[config.mk]
export PLATFORM = sky130hd
export DESIGN_NAME = shift_sequencer_flat
export DESIGN_NICKNAME = d
export VERILOG_FILES = /design/src/rtl/shift_sequencer_if.sv /design/src/rtl/shift_sequencer.sv /design/src/flat_wrapper.sv
export SDC_FILE = /design/constraint.sdc
export NUM_CORES = 1
export LEC_CHECK = 0
export BUFFER_PORTS_ARGS = -buffer_cell sky130_fd_sc_hd__clkbuf_2
export CAP_MARGIN = 30
export CELL_PAD_IN_SITES_DETAIL_PLACEMENT = 0
export CELL_PAD_IN_SITES_GLOBAL_PLACEMENT = 1
export CORE_MARGIN = 3
export CORE_UTILIZATION = 35
export DETAILED_ROUTE_END_ITERATION = 10
export PLACE_DENSITY_LB_ADDON = 0.1
export REMOVE_ABC_BUFFERS = 1
export SETUP_SLACK_MARGIN = 0.05
export SLEW_MARGIN = 20
export SYNTH_ARGS = -nofsm -noshare
export SYNTH_HDL_FRONTEND = slang
export SYNTH_SLANG_ARGS = --single-unit
[constraint.sdc]
create_clock -name clk -period 1.45 [get_ports clk]
set_clock_uncertainty 0.05 [all_clocks]
set_input_delay 0.435 -clock clk [delete_from_list [all_inputs] [get_ports clk]]
set_output_delay 0.435 -clock clk [all_outputs]
set_load 0.05 [all_outputs]
[src/rtl/shift_sequencer_if.sv]
// ---------------------------------------------------------------------------
// shift_sequencer_if
//   Command/response bundle between the ALU control FSM (master) and the
//   multi-cycle shift sequencer (slave).
//
//   Command (master -> slave):
//     start       command strobe, accepted only while busy==0
//     operand     value to shift            [WIDTH-1:0]
//     amount      number of 1-bit steps     [AMT_W-1:0]
//     direction   0 = left, 1 = right
//     arithmetic  sign-fill on right shift
//     rotate      rotate mode (present only with SHIFT_ROTATE_EN)
//   Response (slave -> master):
//     busy        command in progress
//     done        one-cycle pulse, result/carry valid
//     result      shifted value             [WIDTH-1:0]
//     carry       last bit shifted out
//
//   Optional feature macro: SHIFT_ROTATE_EN
// ---------------------------------------------------------------------------
interface shift_sequencer_if #(
    parameter int WIDTH = 8,
    parameter int AMT_W = $clog2(WIDTH)
);
    logic             start;
    logic [WIDTH-1:0] operand;
    logic [AMT_W-1:0] amount;
    logic             direction;
    logic             arithmetic;
`ifdef SHIFT_ROTATE_EN
    logic             rotate;
`endif
    logic             busy;
    logic             done;
    logic [WIDTH-1:0] result;
    logic             carry;

    modport master (
        output start, operand, amount, direction, arithmetic,
`ifdef SHIFT_ROTATE_EN
        output rotate,
`endif
        input  busy, done, result, carry
    );

    modport slave (
        input  start, operand, amount, direction, arithmetic,
`ifdef SHIFT_ROTATE_EN
        input  rotate,
`endif
        output busy, done, result, carry
    );
endinterface

[src/rtl/shift_sequencer.sv]
// ---------------------------------------------------------------------------
// shift_sequencer
//   Multi-cycle shift controller: accepts one shift command through a
//   start/busy/done handshake and applies one single-bit shift step per
//   clock, so an N-bit shift reuses a 1-bit shift stage over N cycles.
//
//   Ports:
//     clk      rising-edge clock
//     reset_n  asynchronous active-low reset (synchronously released)
//     bus      shift_sequencer_if.slave (start/operand/amount/direction/
//              arithmetic[/rotate] in; busy/done/result/carry out)
//
//   Optional feature macro: SHIFT_ROTATE_EN
//     Defined: rotate input exists; rotate=1 selects rotate mode and the
//     arithmetic flag is ignored. Undefined: shift modes only.
// ---------------------------------------------------------------------------
module shift_sequencer #(
    parameter int WIDTH = 8,
    parameter int AMT_W = $clog2(WIDTH)
) (
    input  logic              clk,
    input  logic              reset_n,
    shift_sequencer_if.slave  bus
);

    typedef enum logic [1:0] {
        IDLE,
        SHIFT,
        DONE
    } state_t;

    state_t           state, state_next;
    logic [WIDTH-1:0] work, work_next;
    logic             carry_q, carry_next;
    logic [AMT_W-1:0] count, count_next;
    logic             dir_q, dir_next;
    logic             arith_q, arith_next;
`ifdef SHIFT_ROTATE_EN
    logic             rot_q, rot_next;
`endif

    logic [WIDTH-1:0] step_res;
    logic             step_car;
    logic             fill_left;
    logic             fill_right;

    // Single-bit shift stage. Rotation is just a different fill bit; the
    // carry is always the bit leaving the word.
    always_comb begin
        fill_left  = 1'b0;
        fill_right = arith_q & work[WIDTH-1];
`ifdef SHIFT_ROTATE_EN
        if (rot_q) begin
            fill_left  = work[WIDTH-1];
            fill_right = work[0];
        end
`endif
        if (dir_q) begin
            step_res = {fill_right, work[WIDTH-1:1]};
            step_car = work[0];
        end else begin
            step_res = {work[WIDTH-2:0], fill_left};
            step_car = work[WIDTH-1];
        end
    end

    always_comb begin
        state_next = state;
        work_next  = work;
        carry_next = carry_q;
        count_next = count;
        dir_next   = dir_q;
        arith_next = arith_q;
`ifdef SHIFT_ROTATE_EN
        rot_next   = rot_q;
`endif
        case (state)
            IDLE, DONE: begin
                // DONE accepts a new command exactly like IDLE, giving
                // back-to-back operation without an idle cycle.
                if (bus.start) begin
                    state_next = SHIFT;
                    work_next  = bus.operand;
                    carry_next = 1'b0;
                    count_next = bus.amount;
                    dir_next   = bus.direction;
                    arith_next = bus.arithmetic;
`ifdef SHIFT_ROTATE_EN
                    rot_next   = bus.rotate;
`endif
                end else begin
                    state_next = IDLE;
                end
            end
            SHIFT: begin
                if (count == '0) begin
                    state_next = DONE;
                end else begin
                    work_next  = step_res;
                    carry_next = step_car;
                    count_next = count - AMT_W'(1);
                end
            end
            default: state_next = IDLE;
        endcase
    end

    always_ff @(posedge clk or negedge reset_n) begin
        if (!reset_n) begin
            state   <= IDLE;
            work    <= '0;
            carry_q <= 1'b0;
            count   <= '0;
            dir_q   <= 1'b0;
            arith_q <= 1'b0;
`ifdef SHIFT_ROTATE_EN
            rot_q   <= 1'b0;
`endif
        end else begin
            state   <= state_next;
            work    <= work_next;
            carry_q <= carry_next;
            count   <= count_next;
            dir_q   <= dir_next;
            arith_q <= arith_next;
`ifdef SHIFT_ROTATE_EN
            rot_q   <= rot_next;
`endif
        end
    end

    assign bus.busy   = (state == SHIFT);
    assign bus.done   = (state == DONE);
    assign bus.result = work;
    assign bus.carry  = carry_q;

endmodule

[src/flat_wrapper.sv]
// flat-port wrapper written by rule: the top's interface ports become plain ports
module shift_sequencer_flat 
#(
    parameter int WIDTH = 8,
    parameter int AMT_W = $clog2(WIDTH)
)
  (clk, reset_n, bus_start, bus_operand, bus_amount, bus_direction, bus_arithmetic, bus_busy, bus_done, bus_result, bus_carry);
  shift_sequencer_if #(.WIDTH(WIDTH), .AMT_W(AMT_W)) bus_i ();
  input  logic clk;
  input  logic reset_n;
  input wire logic [$bits(bus_i.start)-1:0] bus_start;
  input wire logic [$bits(bus_i.operand)-1:0] bus_operand;
  input wire logic [$bits(bus_i.amount)-1:0] bus_amount;
  input wire logic [$bits(bus_i.direction)-1:0] bus_direction;
  input wire logic [$bits(bus_i.arithmetic)-1:0] bus_arithmetic;
  output wire logic [$bits(bus_i.busy)-1:0] bus_busy;
  output wire logic [$bits(bus_i.done)-1:0] bus_done;
  output wire logic [$bits(bus_i.result)-1:0] bus_result;
  output wire logic [$bits(bus_i.carry)-1:0] bus_carry;
  assign bus_i.start = bus_start;
  assign bus_i.operand = bus_operand;
  assign bus_i.amount = bus_amount;
  assign bus_i.direction = bus_direction;
  assign bus_i.arithmetic = bus_arithmetic;
  assign bus_busy = bus_i.busy;
  assign bus_done = bus_i.done;
  assign bus_result = bus_i.result;
  assign bus_carry = bus_i.carry;
  shift_sequencer #(.WIDTH(WIDTH), .AMT_W(AMT_W)) u_core (.clk(clk), .reset_n(reset_n), .bus(bus_i));
endmodule
Yosys cells after proc, flatten, opt, wreduce, memory -nomap -nowiden
Index checks and enable logic that the tools add are counted.
{"block": "op_classes", "add_sub_neg": 1, "eq_ne": 5, "muxes": 14, "n_bitwise": 1, "n_reduce_logical": 6}
{"operator": "$mux W8", "count": 3}
{"operator": "$pmux W8 S2", "count": 1}
{"operator": "$mux W3", "count": 2}
{"operator": "$pmux W3 S2", "count": 1}
{"operator": "$mux W1", "count": 4}
{"operator": "$ne A2 B2 Y1 const B", "count": 2}
{"operator": "$pmux W2 S2", "count": 1}
{"operator": "$logic_not A3 Y1", "count": 1}
{"operator": "$reduce_and A3 Y1", "count": 1}
{"operator": "$sub A3 B1 Y3 const B", "count": 1}
{"operator": "$eq A2 B1 Y1 const B", "count": 1}
{"operator": "$eq A2 B2 Y1 const B", "count": 1}
{"operator": "$logic_not A2 Y1", "count": 1}
{"operator": "$mux W2", "count": 1}
{"operator": "$ne A2 B1 Y1 const B", "count": 1}
{"operator": "$pmux W1 S2", "count": 1}
{"operator": "$reduce_and A2 Y1", "count": 1}
{"operator": "$reduce_bool A2 Y1", "count": 1}
{"operator": "$reduce_or A2 Y1", "count": 1}
{"operator": "$and A1 B1 Y1", "count": 1}
{"block": "word_totals", "regBits": 16}

Logic depth before layout (Yosys ltp)
Gate-level depths: netlist of run 1.
{"block": "depth", "depth_word": 4, "mapped_depth": 7}

Worst setup path before layout of run 1
Ideal clock, no wire load.
{"block": "synth_timing", "path_kind": "register to register", "startpoint": "register u_core.state[1]", "endpoint": "register u_core.work[3], in the netlist u_core.bus.result[3]", "setup_ps": 125, "t_arrival_ps": 1449, "required_ps": 1275, "slack_ps": -175, "path_stages_with_launch": 7, "period_less_slack_ps": 1625, "path_cell_list": "dfrtp_1 -> nand2b_1 -> buf_6 -> inv_4 -> buf_6 -> mux2_4 -> mux2_4"}
{"block": "synth_via", "word_cells_on_any_way": 9, "classes_between": "eq/ne: 4; mux: 1; reduce/logical: 4"}
{"element": "from (decl)", "line": "shift_sequencer.sv:32", "source": "state_t state, state_next;"}
{"element": "from (signal assigned)", "line": "shift_sequencer.sv:120", "source": "state <= state_next;"}
{"element": "$eq A2 B1 Y1 *"}
{"element": "via bus_busy", "line": "flat_wrapper.sv:16", "source": "output wire logic [$bits(bus_i.busy)-1:0] bus_busy;"}
{"element": "$ne A2 B2 Y1 (no line) / $reduce_bool A2 Y1 (equally long branches)"}
{"element": "$reduce_and A3 Y1 (no line)"}
{"element": "to (signal assigned)", "line": "shift_sequencer.sv:121", "source": "work <= work_next;"}
{"element": "to (decl)", "line": "shift_sequencer.sv:33", "source": "logic [WIDTH-1:0] work, work_next;"}
The timed path passes the listed nets; every way through them passes the cells marked *.
A chain may end at the register's enable or synchronous reset.

Final worst setup path of run 1
{"block": "layout_timing", "startpoint": "register u_core.state[0]", "endpoint": "output bus_busy"}
{"block": "layout_via", "elab_chain_cells": 1}
{"element": "$eq A2 B1 Y1", "line": "shift_sequencer.sv:132", "source": "assign bus.busy = (state == SHIFT);"}
{"element": "to (decl)", "line": "flat_wrapper.sv:16"}
No other way between the ends.

==> results.md, run 1 <==
- Outcome: finished, violations left
- Violated checks: negative setup slack
- Final WL: approximately 2300 um
- Die width: roughly 58 um
- Post-synthesis compound-gate area fraction: between 8 and 9%
- Leading area contributor after synthesis: dfrtp_1
- Util after Layout: 63.1%
- Mapped Cells: 82
- Pleak: 0.772 nW
- Tmin final: between 1.5 and 2 ns
- Yosys top cell area share: around 42%
- Clk_lat worst skew: ~0.28 ns
- Post-Synth Simple-Gate Area: 10.8%
- Max_cap viols: 0
- Synth Area in Adders: under 10%
- Placed Area: 0.00125 mm2
- CP max stage delay: 0.45 ns
- P_int: between 2 and 3 mW
- Slowest cell on crit path: dfrtp_2
- Synthesized flop and latch total: 16
- WL per Instance: approximately 14 um
- Design Area, Final: 0.00159 mm2
- Drt first pass iters: 4
- Layout area overhead: 67.1%
- Finish-stage setup viols: 14
- Worst endpoint required time: slightly below 1 ns
- Fin nets: between 150 and 200
- Synth area leaders: dfrtp_1 42%, mux2_4 14%, mux2_2 12%
- Pwr dens: 2990 mW/mm2
- Initial antenna violation count: 0
- GRT overflow: 0
- Root Buffer: clkbuf_4
- Setup ws final: -0.265 ns
- Vias/cell: 4.87
- FP Rows: 18
- Pin count of the biggest net entering global routing: 17
- IO Pins: 27
- RePlAce Congestion: between 0.7 and 0.8
- CTS tree: done
- Initial core utilization: a little under two fifths
- Inserted Clock Buffers: 3
- Die Ht: 58.2 um
- Hold Slack: 0.0149 ns
- Drt drc: 0
- CP Cell Sequence: nand2b_4 -> inv_4 -> buf_12 -> buf_6 -> buf_12
- Slew headroom: 72.1%
- ANT cells: 0
- Startpoint class of the critical path: flip-flop
- Hold Path Class: primary input to async pin
- Placed cell count: 153
- DRT iter0 DRCs: 7
- Yosys warning count: 0
- Hold buffers post-CTS: 0
- Final Cycle Share: 118%
- Die Area: 0.00338 mm2
- Synth unique cells: 24
- Combinational Power Share: between 70% and 80%
- Antenna violation net count after detailed routing: 0
- RSZ-0062 raised after global routing: true
- Core footprint: 0.00252 mm2
- Arr. time, crit path: about 1.2 ns
- Main combinational cell family by area after synthesis: multiplexers
- Max Fclk: between 500 and 600 MHz
- Mux contribution to synthesized area: between 20% and 30%
- Deepest clock path buffer count: 2
- Clk network pwr share: around 4.9%
- Share of layout cells above drive strength 1: about two thirds
- Net Sw Power: between 1.5 and 2 mW
- Reg2Reg Launch Point: u_core.state[1]$_DFFE_PN0P_
- Most common cell on crit path: buf_12
- Gr usage total: 15.0%
- XOR/XNOR share of the synthesized area: less than 1%
- Number of port buffers: 26
- Sequential share of the synthesized area: 42.0%
- Sequential power share: about 19%
- Post-DP HPWL: 1570 um
- Clock Pin Slew Worst Setup and Hold Paths: approximately 0.090 ns
- Slew Viols, Final: 0
- Non-filler cells, final: approximately 170
- Critical path class: flip-flop to output port
- First-pass GRT wire length: about 3900 um
- Filler cell count: 214
- Vias in the first global route: approximately 820
- Htree depth: 1
- Worst-Margin Slew: about 0.42 ns
- Sw Share: 39.9%
- Critical Path End Type: output port
- Hold Vio Cnt, Final: 0
- Via count: slightly above 800
- Crit path from: u_core.state[0]$_DFFE_PN0P_
- CP max FO: 3
- Mapped Area: ~950 um2
- Clk sink count: 16
- Avg Cell Area, Syn: approximately 12 um2
- Worst vdd ir: 2.02 mV
-- cells in the final DEF, fill, tap and decap left out, drive strengths merged, types with 3 or more instances in the layout --
cell type  Yosys  layout
nor2b          4       4
mux2          19      19
nand2b         3       3
a211oi         3       3
nand2          7       7
dfrtp         16      16
inv            5       4
o211ai         3       3
nor2           4       4
clkbuf         1      23
buf            4      37
-- cell usage after synthesis --
cell and count:
nor2b_1 4, nor3b_1 1, o31ai_1 1, a311oi_1 1, nand3_1 2, inv_1 4, nand2b_1 3, ha_1 2
a211oi_1 3, a21oi_2 1, xnor2_1 1, mux2_4 9, buf_4 1, dfrtp_1 16, o211ai_1 3, a21oi_1 1
inv_4 1, a31oi_1 1, nand2_1 7, mux2i_1 2, nor2_1 4, clkbuf_1 1, mux2_2 10, buf_6 3
-- flip-flops by register name, indices dropped and copies added (netlist names) --
signal / cells
u_core.dir_q: 1
u_core.bus.result: 8
u_core.arith_q: 1
u_core.count: 3
u_core.state: 2
u_core.bus.carry: 1
-- repair_timing --
item,4_1_cts,5_1_grt
gates resized for setup,36,20
setup endpoints to repair,22,23
setup buffers,9,3
pin swaps,1,1
-- critical path: cells and delay by family (launching register included) --
| kind | cells | cell delay [ns] |
|---|---|---|
| AND/OR/NAND/NOR | 1 | 0.10 |
| buffers and inverters | 4 | 0.39 |
| flip-flops | 1 | 0.45 |
-- worst paths after layout --
path | endpoint | slack, ns | cells after the start
max | bus_busy | -0.26 | 5
min | u_core.bus.carry$_DFFE_PN0P_ | 0.01 | 1
max reg2reg | u_core.bus.result[2]$_DFFE_PN0P_ | -0.19 | 6
min reg2reg | u_core.arith_q$_DFFE_PN0P_ | 0.45 | 2
max in group asynchronous | u_core.dir_q$_DFFE_PN0P_ | 1.02 | 1
min in group clk | u_core.arith_q$_DFFE_PN0P_ | 0.30 | 3
-- final cells by class --
class | count | area [um2] | area share [%]
clock buffer | 3 | 22.5 | 1.42
inverter | 5 | 26.3 | 1.65
multi-input combinational | 56 | 541 | 34.0
sequential | 16 | 405 | 25.5
tap | 30 | 37.5 | 2.36
timing repair buffer | 57 | 559 | 35.1
-- power groups by stage --
stage	combinational (mW)	clock, mW	sequential, mW
CTS	3.42	0.249	0.877
detailed placement	2.73	0	0.868
global route	3.86	0.266	0.957
finish	3.61	0.231	0.924
global placement	2.72	0	0.860
floorplan	1.32	0	1.30
-- per-layer routing --
metal	GRT usage (%)	part of all wire [%]
met5	0	0
met1	21.7	46
met2	22.6	48
met4	0.993	0
met3	5.35	5.6
-- cell families after synthesis --
group / after synthesis
buffers and inverters: 10
adder cells (fa/ha/maj): 2
XOR/XNOR: 1
AO/OA/AOI/OAI: 11
multiplexers: 21
AND/OR/NAND/NOR: 21
flip-flops: 16
-- per-stage QoR --
stage | TNS (ns) | setup WS [ns] | power (mW)
global placement | -1.47 | -0.184 | 3.58
global route | -2.45 | -0.320 | 5.08
detailed placement | -1.66 | -0.204 | 3.60
floorplan | -3.05 | -0.384 | 2.62
finish | -1.53 | -0.265 | 4.76
CTS | -1.86 | -0.312 | 4.54
No activity file was read; power rests on OpenSTA's default activity.
==> run 2, diff against run 1 <==
--- a/config.mk
+++ b/config.mk
@@ -6,7 +6,7 @@
 export NUM_CORES = 1
 export LEC_CHECK = 0
 export BUFFER_PORTS_ARGS = -buffer_cell sky130_fd_sc_hd__clkbuf_2
-export CAP_MARGIN = 30
+export CAP_MARGIN = 20
 export CELL_PAD_IN_SITES_DETAIL_PLACEMENT = 0
 export CELL_PAD_IN_SITES_GLOBAL_PLACEMENT = 1
 export CORE_MARGIN = 3
==> constraint.sdc (replaced) <==
create_clock -name clk -period 1.41 [get_ports clk]
set_clock_uncertainty 0.05 [all_clocks]
set_input_delay 0.423 -clock clk [delete_from_list [all_inputs] [get_ports clk]]
set_output_delay 0.423 -clock clk [all_outputs]
set_load 0.05 [all_outputs]
==> run 2 against run 1 <==
The flow still finishes with violations (negative setup slack). Count of clock-buffer cells in the layout is the same. Register-to-register slack about the same. Cell count up 4.8%. Critical path depth stayed put. Utilization increased by 3.1 points. Sequential power grew 2%. Critical endpoint unchanged. Largest cell class unchanged. Largest power group unchanged.
==> results.md, run 2 (synthesis gave the netlist of run 1 again) <==
- Gr usage total: 16.3%
- Number of port buffers: 26
- Initial core utilization: between 30% and 40%
- First-pass GRT wire length: around 4200 um
- Post-DP HPWL: ~1700 um
- Multi-input gate area: 561 um2
- Final WL: approximately 2500 um
- DRT iter0 DRCs: 15
- Fin nets: 165
- Deepest clock path buffer count: 2
- Hold Vio Cnt, Final: 0
- Most common cell after layout, fill and taps aside: buf_4
- Hold Path Class: primary input to async pin
- Drt first pass iters: 4
- Root Buffer: clkbuf_4
- Die Ht: between 50 and 60 um
- Most frequent cells in the layout: 30 x buf_4, 15 x clkbuf_2, 14 x dfrtp_1
- Worst-Margin Slew: 0.437 ns
- Flip-flop and latch area: 403 um2
- Clk sink count: 16
- Slew Viols, Final: 0
- Pwr dens: 3140 mW/mm2
- Arr. time, crit path: about 1.2 ns
- Critical Path End Type: output port
- Finish-stage setup viols: 18
- Final Cycle Share: 119%
- Outcome: finished, violations left
- Core footprint: roughly 0.0025 mm2
- Drt drc: 0
- Critical path class: flip-flop to output port
- GRT overflow: 0
- Inserted Clock Buffers: 3
- Violated checks: negative setup slack
- Total power draw: 5.24 mW
- RePlAce Congestion: 0.750
- WL per Instance: roughly 14 um
- Vias in the first global route: 909
- CP Cell Sequence: nand2b_4 -> inv_4 -> buf_6 -> buf_6 -> buf_12
- Htree depth: 1
- Filler cell count: 201
- Via count: between 800 and 900
- IO Pins: 27
- Reg2reg setup slack: -0.20 ns
- ANT cells: 0
- Die width: roughly 58 um
- Share of layout cells above drive strength 1: a little over two thirds
- FP Rows: 18
- RSZ-0062 raised after global routing: true
- Startpoint class of the critical path: flip-flop
- Worst vdd ir: around 2.3 mV
- Critical path buffers and inverters: 4
- Clock Pin Slew Worst Setup and Hold Paths: approximately 0.10 ns
- Slowest cell on crit path: dfrtp_1
- Top delay family on crit path: flip-flops
- Pin count of the biggest net entering global routing: 17
- CP max FO: 3
- Util after Layout: between 60% and 70%
- Max FFs per register: 8
- Max Fclk: about 600 MHz
- Vias/cell: about 4.8
- Most common cell on crit path: buf_6
- Max_cap viols: 0
- Antenna violation net count after detailed routing: 0
- Die Area: 0.00338 mm2
- Worst endpoint required time: between 0.9 and 1 ns
- Pleak: between 0.8 and 0.9 nW
- Slew headroom: 70.9%
- CTS tree: done
- CP max stage delay: 0.43 ns
- Layout area overhead: 75.3%
- Tmin final: 1.68 ns
- Initial antenna violation count: 0
- Setup ws final: -0.268 ns
- Clk_lat worst skew: slightly below 0.3 ns
==> run 2: cell type report <==
class	instances	share of cell area (%)
sequential	16	24.1
timing repair buffer	65	37.2
tap	30	2.25
multi-input combinational	56	33.6
clock buffer	3	1.35
inverter	5	1.50
==> run 2: what timing repair did <==
item                       CTS  global route
gates resized for setup     43            13
pin swaps                    3             3
hold buffers                 0             0
buffers inserted            16             3
setup endpoints to repair   23            24
==> run 2: power by group <==
part	internal [mW]	switching, mW	leakage [nW]	total [mW]
combinational	2.36	1.70	0.606	4.05
sequential	0.707	0.235	0.191	0.942
clock	0.0993	0.147	0.0138	0.246
==> run 2: stage by stage <==
stage	TNS, ns	hold WS, ns	cells	area (um2)	worst slack (ns)
6_report	-2.28	0.00465	175	1670	-0.268
5_1_grt	-3.40	0.0165	175	1670	-0.332
4_1_cts	-2.51	0.0115	173	1620	-0.282
3_5_place_dp	-2.21	0.333	154	1260	-0.253
3_3_place_gp	-1.73	0.328	154	1260	-0.208
2_1_floorplan	-3.52	0.0774	77	907	-0.424
==> run 2: per-layer routing <==
layer / track usage [%] / share of wire, % / wire (um) / vias to the layer above
li1: - / - / - / 413
met1: 21.2 / 44 / 1100 / 408
met2: 27.3 / 50 / 1240 / 19
met3: 4.45 / 5.2 / 129 / 2
met4: 2.98 / 0.60 / 15 / 0
met5: 0 / 0 / 0 / -
==> run 2: final timing paths <==
path | from | depth (start not counted) | endpoint
max | u_core.state[0]$_DFFE_PN0P_ | 5 | bus_busy
min | reset_n | 1 | u_core.arith_q$_DFFE_PN0P_
max reg2reg | u_core.state[1]$_DFFE_PN0P_ | 6 | u_core.bus.result[2]$_DFFE_PN0P_
min reg2reg | u_core.arith_q$_DFFE_PN0P_ | 2 | u_core.arith_q$_DFFE_PN0P_
max in group asynchronous | reset_n | 1 | u_core.bus.result[5]$_DFFE_PN0P_
min in group clk | bus_arithmetic | 3 | u_core.arith_q$_DFFE_PN0P_
==> run 3, diff against run 2 <==
--- a/config.mk
+++ b/config.mk
@@ -12,6 +12,7 @@
 export CORE_MARGIN = 3
 export CORE_UTILIZATION = 35
 export DETAILED_ROUTE_END_ITERATION = 10
+export MAX_ROUTING_LAYER = met4
 export PLACE_DENSITY_LB_ADDON = 0.1
 export REMOVE_ABC_BUFFERS = 1
 export SETUP_SLACK_MARGIN = 0.05
==> run 3 against run 2 <==
The flow still finishes with violations (negative setup slack). Combinational power barely moved. Largest cell class unchanged. Sequential power barely moved. Setup slack barely moved. Largest power group unchanged. Register-to-register slack barely moved. Sequential share of layout area did not move. Critical endpoint unchanged. Worst hold slack barely moved.
==> results.md, run 3 (synthesis gave the netlist of run 1 again) <==
- Outcome: finished, violations left
- Violated checks: negative setup slack
- Initial antenna violation count: 0
- Die width: between 50 and 60 um
- Die Ht: ~58 um
- Hold Vio Cnt, Final: 0
- Critical path class: flip-flop to output port
- DRT iter0 DRCs: 15
- Combinational Power Share: 77.3%
- Antenna violation net count after detailed routing: 0
- FP Rows: 18
- Max FFs per register: 8
- Drt first pass iters: 4
- Max_cap viols: 0
- Hold Path Class: primary input to async pin
- Critical path buffers and inverters: 4
- Fin nets: around 170
- Deepest clock path buffer count: 2
- WL per Instance: 14.2 um
- CP max FO: 3
- Dpl ws: -0.253 ns
- First-pass GRT wire length: about 4200 um
- Most common cell on crit path: buf_6
- Clock Pin Slew Worst Setup and Hold Paths: roughly 0.10 ns
- CP max stage delay: 0.43 ns
- Placed cell count: ~150
- Most frequent cells in the layout: 30 x buf_4, 15 x clkbuf_2, 14 x dfrtp_1
- Total power draw: 5.24 mW
- Pwr dens: 3140 mW/mm2
- Via count: 840
- Gr usage total: approximately 17%
- Worst vdd ir: roughly 2.3 mV
- IO Pins: 27
- Vias/cell: roughly 4.8
- Final Cycle Share: 119%
- ANT cells: 0
- Slew Viols, Final: 0
- Post-DP HPWL: ~1700 um
- CTS tree: done
- Vias in the first global route: between 900 and 1000
- Tmin final: between 1.5 and 2 ns
- Placed Area: about 0.0013 mm2
- Pleak: just over 0.8 nW
- Worst-Margin Slew: approximately 0.44 ns
- Most common cell after layout, fill and taps aside: buf_4
- Inserted Clock Buffers: 3
- Top delay family on crit path: flip-flops
- Clk_lat worst skew: 0.29 ns
- RSZ-0062 raised after global routing: true
- Max Fclk: between 500 and 600 MHz
- Critical Path End Type: output port
- Root Buffer: clkbuf_4
- Htree depth: 1
- Hold buffers post-CTS: 0
- Non-filler cells, final: between 150 and 200
- Hold Slack: 0.00464 ns
- P_int: ~3.2 mW
- GRT overflow: 0
- CP Cell Sequence: nand2b_4 -> inv_4 -> buf_6 -> buf_6 -> buf_12
- Finish-stage setup viols: 18
- Pin count of the biggest net entering global routing: 17
- Arr. time, crit path: approximately 1.2 ns
- Setup ws final: -0.267 ns
- Layout area overhead: 75.3%
- Slowest cell on crit path: dfrtp_1
- Final WL: about 2500 um
- Sw Share: 39.6%
- Design Area, Final: ~0.0017 mm2
- Clk network pwr share: between 4 and 5%
- Die Area: approximately 0.0034 mm2
- Sequential power share: ~18%
- Slew headroom: between 70% and 80%
- Worst endpoint required time: roughly 0.94 ns
- Share of layout cells above drive strength 1: 70.3%
- Net Sw Power: just over 2 mW
- Number of port buffers: 26
- Initial core utilization: between 30 and 40%
- Startpoint class of the critical path: flip-flop
- RePlAce Congestion: around 0.76
- Core footprint: approximately 0.0025 mm2
- Drt drc: 0
- Clk sink count: 16
run 3: cell type report:
cell class | instances | area, um2
fill | 201 | 853
timing repair buffer | 65 | 621
multi-input combinational | 56 | 561
sequential | 16 | 403
tap | 30 | 37.5
inverter | 5 | 25.0
clock buffer | 3 | 22.5
run 3: power by group through the flow:
| stage | sequential (mW) | clock, mW | combinational (mW) |
|---|---|---|---|
| 2_1_floorplan | 1.34 | 0 | 1.36 |
| 3_3_place_gp | 0.886 | 0 | 2.83 |
| 3_5_place_dp | 0.894 | 0 | 2.86 |
| 4_1_cts | 0.914 | 0.258 | 3.87 |
| 5_1_grt | 0.976 | 0.275 | 4.31 |
| 6_report | 0.942 | 0.246 | 4.05 |
run 3: through the flow:
stage / setup TNS, ns / util, %
CTS: -2.51 / 64.3
floorplan: -3.52 / -
global placement: -1.73 / 50.0
finish: -2.28 / 66.2
detailed placement: -2.21 / 50.0
global route: -3.40 / 66.2
run 3: what timing repair did:
| action | CTS | global route |
|---|---|---|
| setup endpoints to repair | 23 | 24 |
| pin swaps | 3 | 3 |
| gates resized for setup | 43 | 13 |
| endpoints found under the hold margin | 0 | 0 |
| setup buffers | 16 | 3 |
run 3: metal layers:
metal	share of wire (%)	global-route usage [%]	up-vias
li1	-	-	413
met1	45	21.5	406
met2	50	27.3	19
met3	4.5	4.01	2
met4	0.60	2.98	0
met5	0	-	-
run 3: worst paths after layout:
path | slack, ns | cells after the start | startpoint | end
min in group clk | 0.27 | 3 | bus_arithmetic | u_core.arith_q$_DFFE_PN0P_
min | 0.005 | 1 | reset_n | u_core.arith_q$_DFFE_PN0P_
max reg2reg | -0.20 | 6 | u_core.state[1]$_DFFE_PN0P_ | u_core.bus.result[2]$_DFFE_PN0P_
max | -0.27 | 5 | u_core.state[0]$_DFFE_PN0P_ | bus_busy
max in group asynchronous | 0.98 | 1 | reset_n | u_core.bus.result[5]$_DFFE_PN0P_
min reg2reg | 0.47 | 2 | u_core.arith_q$_DFFE_PN0P_ | u_core.arith_q$_DFFE_PN0P_
run 3: worst reg2reg max path, delay by kind of cell, from the launching register on:
kind	cells	cell delay [ns]
DFF	1	0.40
muxes	2	0.58
buffers and inverters	3	0.32
and+or+nand+nor	1	0.16
